[config.mk]
export PLATFORM = sky130hd
export DESIGN_NAME = dmem_arbiter
export DESIGN_NICKNAME = d
export VERILOG_FILES = /design/src/rtl/dmem_arbiter.sv
export SDC_FILE = /design/constraint.sdc
export NUM_CORES = 1
export LEC_CHECK = 0
export BUFFER_PORTS_ARGS = -buffer_cell sky130_fd_sc_hd__buf_2
export CAP_MARGIN = 20
export CORE_ASPECT_RATIO = 0.9
export CORE_MARGIN = 2
export CORE_UTILIZATION = 40
export DETAILED_ROUTE_END_ITERATION = 8
export PLACE_DENSITY = 0.95
export SYNTH_ARGS = -nofsm -noshare
export SYNTH_HDL_FRONTEND = slang
export SYNTH_SLANG_ARGS = --single-unit
[constraint.sdc]
create_clock -name clk -period 5.2 [get_ports clk]
set_clock_uncertainty 0.1 [all_clocks]
set_input_delay 0.52 -clock clk [delete_from_list [all_inputs] [get_ports clk]]
set_output_delay 0.52 -clock clk [all_outputs]
set_load 0.05 [all_outputs]
[src/rtl/dmem_arbiter.sv]
// Single-port data-memory arbiter between the pipeline MEM stage and the debug/loader port.
// Grant and stall are combinational from state; debug read data is registered, one cycle after the grant.
module dmem_arbiter #(
    parameter int DM_ADDRESS = 9,
    parameter int DATA_W     = 32,
    parameter int STARVE_MAX = 4,
    parameter int LOCK_MAX   = 8
) (
    input  logic                  clk,
    input  logic                  reset,
    input  logic                  cpu_rd,
    input  logic                  cpu_wr,
    input  logic [DM_ADDRESS-1:0] cpu_addr,
    input  logic [DATA_W-1:0]     cpu_wdata,
    input  logic [2:0]            cpu_func3,
    output logic                  cpu_stall,
    input  logic                  dbg_req,
    input  logic                  dbg_we,
    input  logic                  dbg_lock,
    input  logic [DM_ADDRESS-1:0] dbg_addr,
    input  logic [DATA_W-1:0]     dbg_wdata,
    output logic                  dbg_gnt,
    output logic [DATA_W-1:0]     dbg_rdata,
    output logic                  dbg_rvalid,
    output logic                  mem_rd,
    output logic                  mem_wr,
    output logic [DM_ADDRESS-1:0] mem_addr,
    output logic [DATA_W-1:0]     mem_wdata,
    output logic [2:0]            mem_func3,
    input  logic [DATA_W-1:0]     mem_rdata
);
    localparam int SW = $clog2(STARVE_MAX + 1);
    localparam int LW = $clog2(LOCK_MAX + 1);
    localparam logic [SW-1:0] STARVE_LIM = SW'(STARVE_MAX);
    localparam logic [LW-1:0] LOCK_LIM   = LW'(LOCK_MAX);
    localparam logic [LW-1:0] LOCK_ONE   = LW'(1);

    typedef enum logic [1:0] {
        ST_CPU,
        ST_LOCK,
        ST_COOL
    } state_t;

    state_t            state_q, state_d;
    logic [SW-1:0]     starve_q, starve_d;
    logic [LW-1:0]     lock_q, lock_d, lock_inc;
    logic [DATA_W-1:0] rdata_q;
    logic              rvalid_q;
    logic              cpu_req;
    logic              dbg_win;
    logic              dbg_gnt_w;

    assign cpu_req = cpu_rd | cpu_wr;

    always_comb begin
        state_d  = state_q;
        starve_d = starve_q;
        lock_d   = lock_q;
        dbg_win  = 1'b0;
        lock_inc = lock_q + (dbg_req ? LOCK_ONE : '0);
        case (state_q)
            ST_CPU: begin
                if (dbg_req && (!cpu_req || starve_q == STARVE_LIM)) begin
                    dbg_win  = 1'b1;
                    starve_d = '0;
                    if (dbg_lock) begin
                        state_d = (LOCK_MAX == 1) ? ST_COOL : ST_LOCK;
                        lock_d  = LOCK_ONE;
                    end
                end else if (dbg_req) begin
                    // only reached below the limit, so the increment saturates by itself
                    starve_d = starve_q + SW'(1);
                end else begin
                    starve_d = '0;
                end
            end
            ST_LOCK: begin
                dbg_win  = dbg_req;
                starve_d = '0;
                lock_d   = lock_inc;
                if (!dbg_lock || lock_inc == LOCK_LIM) begin
                    state_d = ST_COOL;
                    lock_d  = '0;
                end
            end
            ST_COOL: begin
                state_d  = ST_CPU;
                starve_d = '0;
            end
            default: begin
                state_d  = ST_CPU;
                starve_d = '0;
                lock_d   = '0;
            end
        endcase
    end

    assign dbg_gnt_w  = dbg_win & ~reset;
    assign dbg_gnt    = dbg_gnt_w;
    assign cpu_stall  = dbg_gnt_w & cpu_req;
    assign mem_rd     = dbg_gnt_w ? ~dbg_we : (cpu_rd & ~reset);
    assign mem_wr     = dbg_gnt_w ? dbg_we  : (cpu_wr & ~reset);
    assign mem_addr   = dbg_gnt_w ? dbg_addr  : cpu_addr;
    assign mem_wdata  = dbg_gnt_w ? dbg_wdata : cpu_wdata;
    assign mem_func3  = dbg_gnt_w ? 3'b010    : cpu_func3;
    assign dbg_rdata  = rdata_q;
    assign dbg_rvalid = rvalid_q;

    always_ff @(posedge clk) begin
        if (reset) begin
            state_q  <= ST_CPU;
            starve_q <= '0;
            lock_q   <= '0;
            rdata_q  <= '0;
            rvalid_q <= 1'b0;
        end else begin
            state_q  <= state_d;
            starve_q <= starve_d;
            lock_q   <= lock_d;
            rvalid_q <= dbg_gnt_w & ~dbg_we;
            if (dbg_gnt_w && !dbg_we) begin
                rdata_q <= mem_rdata;
            end
        end
    end

endmodule

==> results.cfg <==
[place]
placed_cells = 508
hpwl_mm = 5.68
gp_congestion = 0.781
port_buffers = 204

[yosys]
ys_ff_latch = 42
synthCells = 252
synth_area_mm2 = 0.00223
syn_area_per_cell_um2 = 8.85
synthTopCellsByArea = dfxtp_1 38%, mux2_2 14%, nand2_1 12%, mux2_4 8.7%, a21oi_1 8.1%
synth-async-reset-ratio_pct = 0
synth_most_common_cell = nand2_1
synth.distinct_cells = 36
synth_edf_count = 0
yosys_warnings = 0
synth_top_area_share_pct = 37.7
synth_commonest_cells = 70 x nand2_1, 42 x dfxtp_1, 36 x a21oi_1
synth_area_leader_cell = dfxtp_1
seq_area_frac_synth_pct = 37.7
synth_fp_nets = 380
synthFlopType = dfxtp_1

[sta]
period_minus_slack_ps = 3350
finalHoldViolations = 0
fin_tns_setup_ps = 0
fmax_mhz = 299
slew_headroom_pct = 49.6
setup_violations = 0
finalCritPeriodShare_pct = 64.3
worstMarginPinSlew_ps = 757
slew_viol_final = 0
rsz0062_at_grt = false

[floorplanning]
core_mm2 = 0.00532
initial_core_util_pct = 42.0
die_y_um = 74.9
die-area_mm2 = 0.00619
die_width_um = 82.7
rows = 25
io_pins = 205

[clock_network]
clk_pin_slew_ps = 70
hold_buffers = 0
cts_setup_buffers = 0
cts_sinks = 42
worstSkewPairLatency_ps = 280
cts_max_level = 2
cts_root_buf = clkbuf_8
cts_inserted_buffers = 5
post_cts_resized = 0
cts.path.max_buffers = 2
cts_tree = done

[global_routing]
track_usage_pct = 19.4
grt_pass1_wl_mm = 9.52
grt_pass1_vias = 2230
grt_overflow = 0
grt_max_degree = 43
antenna_found_initial = 0

[setup_path]
crit_path_cell_trace = inv_1, ha_1, o2bb2ai_2, o21ai_4, buf_4, mux2_2, buf_2
reg2reg_depth = 8
crit_type = flop to output port
critPathLaunch = starve_q[0]$_SDFF_PP0_
cpPeakStageDelay_ps = 560
crit_end = mem_wdata[6]
cp_slowest_cell = o21ai_4
cp.required_ps = 4580
ff2ff_setup_slack_ps = 3130
cp_max_fo = 30
crit_family = buffers and inverters
critPathBufInv = 3
end_kind = output port
cp.depth = 7
startpoint_type = flop
r2r_end = dbg_rdata[9]$_SDFFE_PP0P_
r2r_start = starve_q[0]$_SDFF_PP0_
critPathArrivalTime_ps = 2730

[routing]
drc = 0
drt_iter0_drc = 90
dr.pass1.iters = 4
wire_per_inst_um = 13.6
vias_per_cell = 4.78
routed_wl_mm = 6.98
vias = 2464
postRouteAntennaNets = 0

[finish]
area_delta_synth_final_pct = 50.9
antenna_cells = 0
finalNonFillerCells = 515
drive_gt1_share_pct = 58.7
fin_nets = 576

[power_and_ir_drop]
ir_worst_vdd_uv = 153
power_mw = 0.827
pwr_density_cell_mw_per_mm2 = 246
leakagePower_nw = 1.73

[hold_path]
hold_class = flop to flop

[job]
drv_cap = 0

[run_status]
status = finished, final reports clean
## worst reg2reg max path, stage by stage (launching register included)
cell	delay, ps
dfxtp_1	360
inv_1	60
ha_1	200
o2bb2ai_2	180
o21ai_2	130
buf_4	340
inv_2	320
nand2_1	170
a21oi_1	70
## per-layer routing
| metal | track usage (%) | part of all wire (%) |
|---|---|---|
| met5 | 0 | 0 |
| met4 | 4.37 | 0.60 |
| met3 | 3.96 | 7.1 |
| met2 | 36.3 | 53 |
| met1 | 22.7 | 39 |
## cell families (layout without fill, tap and decap cells)
| kind of cell | after synthesis | count (layout) | share of synthesized area (%) |
|---|---|---|---|
| simple gates | 91 | 91 | 18.1 |
| compound gates | 47 | 47 | 12.3 |
| flops | 42 | 42 | 37.7 |
| mux | 41 | 41 | 22.9 |
| buf+inv | 25 | 221 | 6.00 |
| fa+ha+maj | 4 | 4 | 2.24 |
| xor+xnor | 2 | 2 | 0.785 |
## sequential cells by signal (all words and copies together), names as in the netlist
name,flops
state_q,2
dbg_rdata,32
dbg_rvalid,1
lock_q,4
starve_q,3
## area by class of cell
class,count,area [um^2]
Clock buffer,6,82.6
Sequential cell,42,841
Multi-Input combinational cell,185,1260
Timing Repair Buffer,206,1040
Tap cell,67,83.8
Inverter,8,30.0
Fill cell,462,1950
Clock inverter,1,30.0
## placed cells by master (no fill, tap or decap), types with 4 or more instances in the layout
master,instances
nor2_1,7
buf_2,204
ha_1,4
a21oi_1,36
clkbuf_8,6
inv_1,7
dfxtp_1,42
mux2_2,28
nand2_1,70
mux2_4,13
## where the power goes
group / leakage (nW) / internal, mW / switching [mW]
logic: 1.33 / 0.0829 / 0.155
registers: 0.339 / 0.327 / 0.00350
clock network: 0.0573 / 0.154 / 0.105
total: 1.73 / 0.563 / 0.263
## worst min-delay path by stage
stage	from	end	slack, ps	cells past startpoint
4_1_cts	dbg_rdata[25]$_SDFFE_PP0P_	dbg_rdata[25]$_SDFFE_PP0P_	360	2
5_1_grt	mem_rdata[22]	dbg_rdata[22]$_SDFFE_PP0P_	370	3
2_1_floorplan	starve_q[0]$_SDFF_PP0_	starve_q[0]$_SDFF_PP0_	320	1
3_5_place_dp	starve_q[0]$_SDFF_PP0_	starve_q[0]$_SDFF_PP0_	350	1
6_report	dbg_rdata[25]$_SDFFE_PP0P_	dbg_rdata[25]$_SDFFE_PP0P_	360	2
3_3_place_gp	starve_q[0]$_SDFF_PP0_	starve_q[0]$_SDFF_PP0_	330	1
## through the flow
| stage | utilization, % | setup slack, ps | cell area [um^2] | hold slack [ps] |
|---|---|---|---|---|
| after floorplan | - | 2570 | 2230 | 317 |
| after CTS | 63.3 | 1860 | 3370 | 357 |
| after global placement | 61.2 | 2020 | 3250 | 330 |
| after global routing | 63.3 | 1730 | 3370 | 366 |
| final | 63.3 | 1850 | 3370 | 355 |
| after detailed placement | 61.2 | 1940 | 3250 | 345 |
No activity file was read; power rests on OpenSTA's default activity.
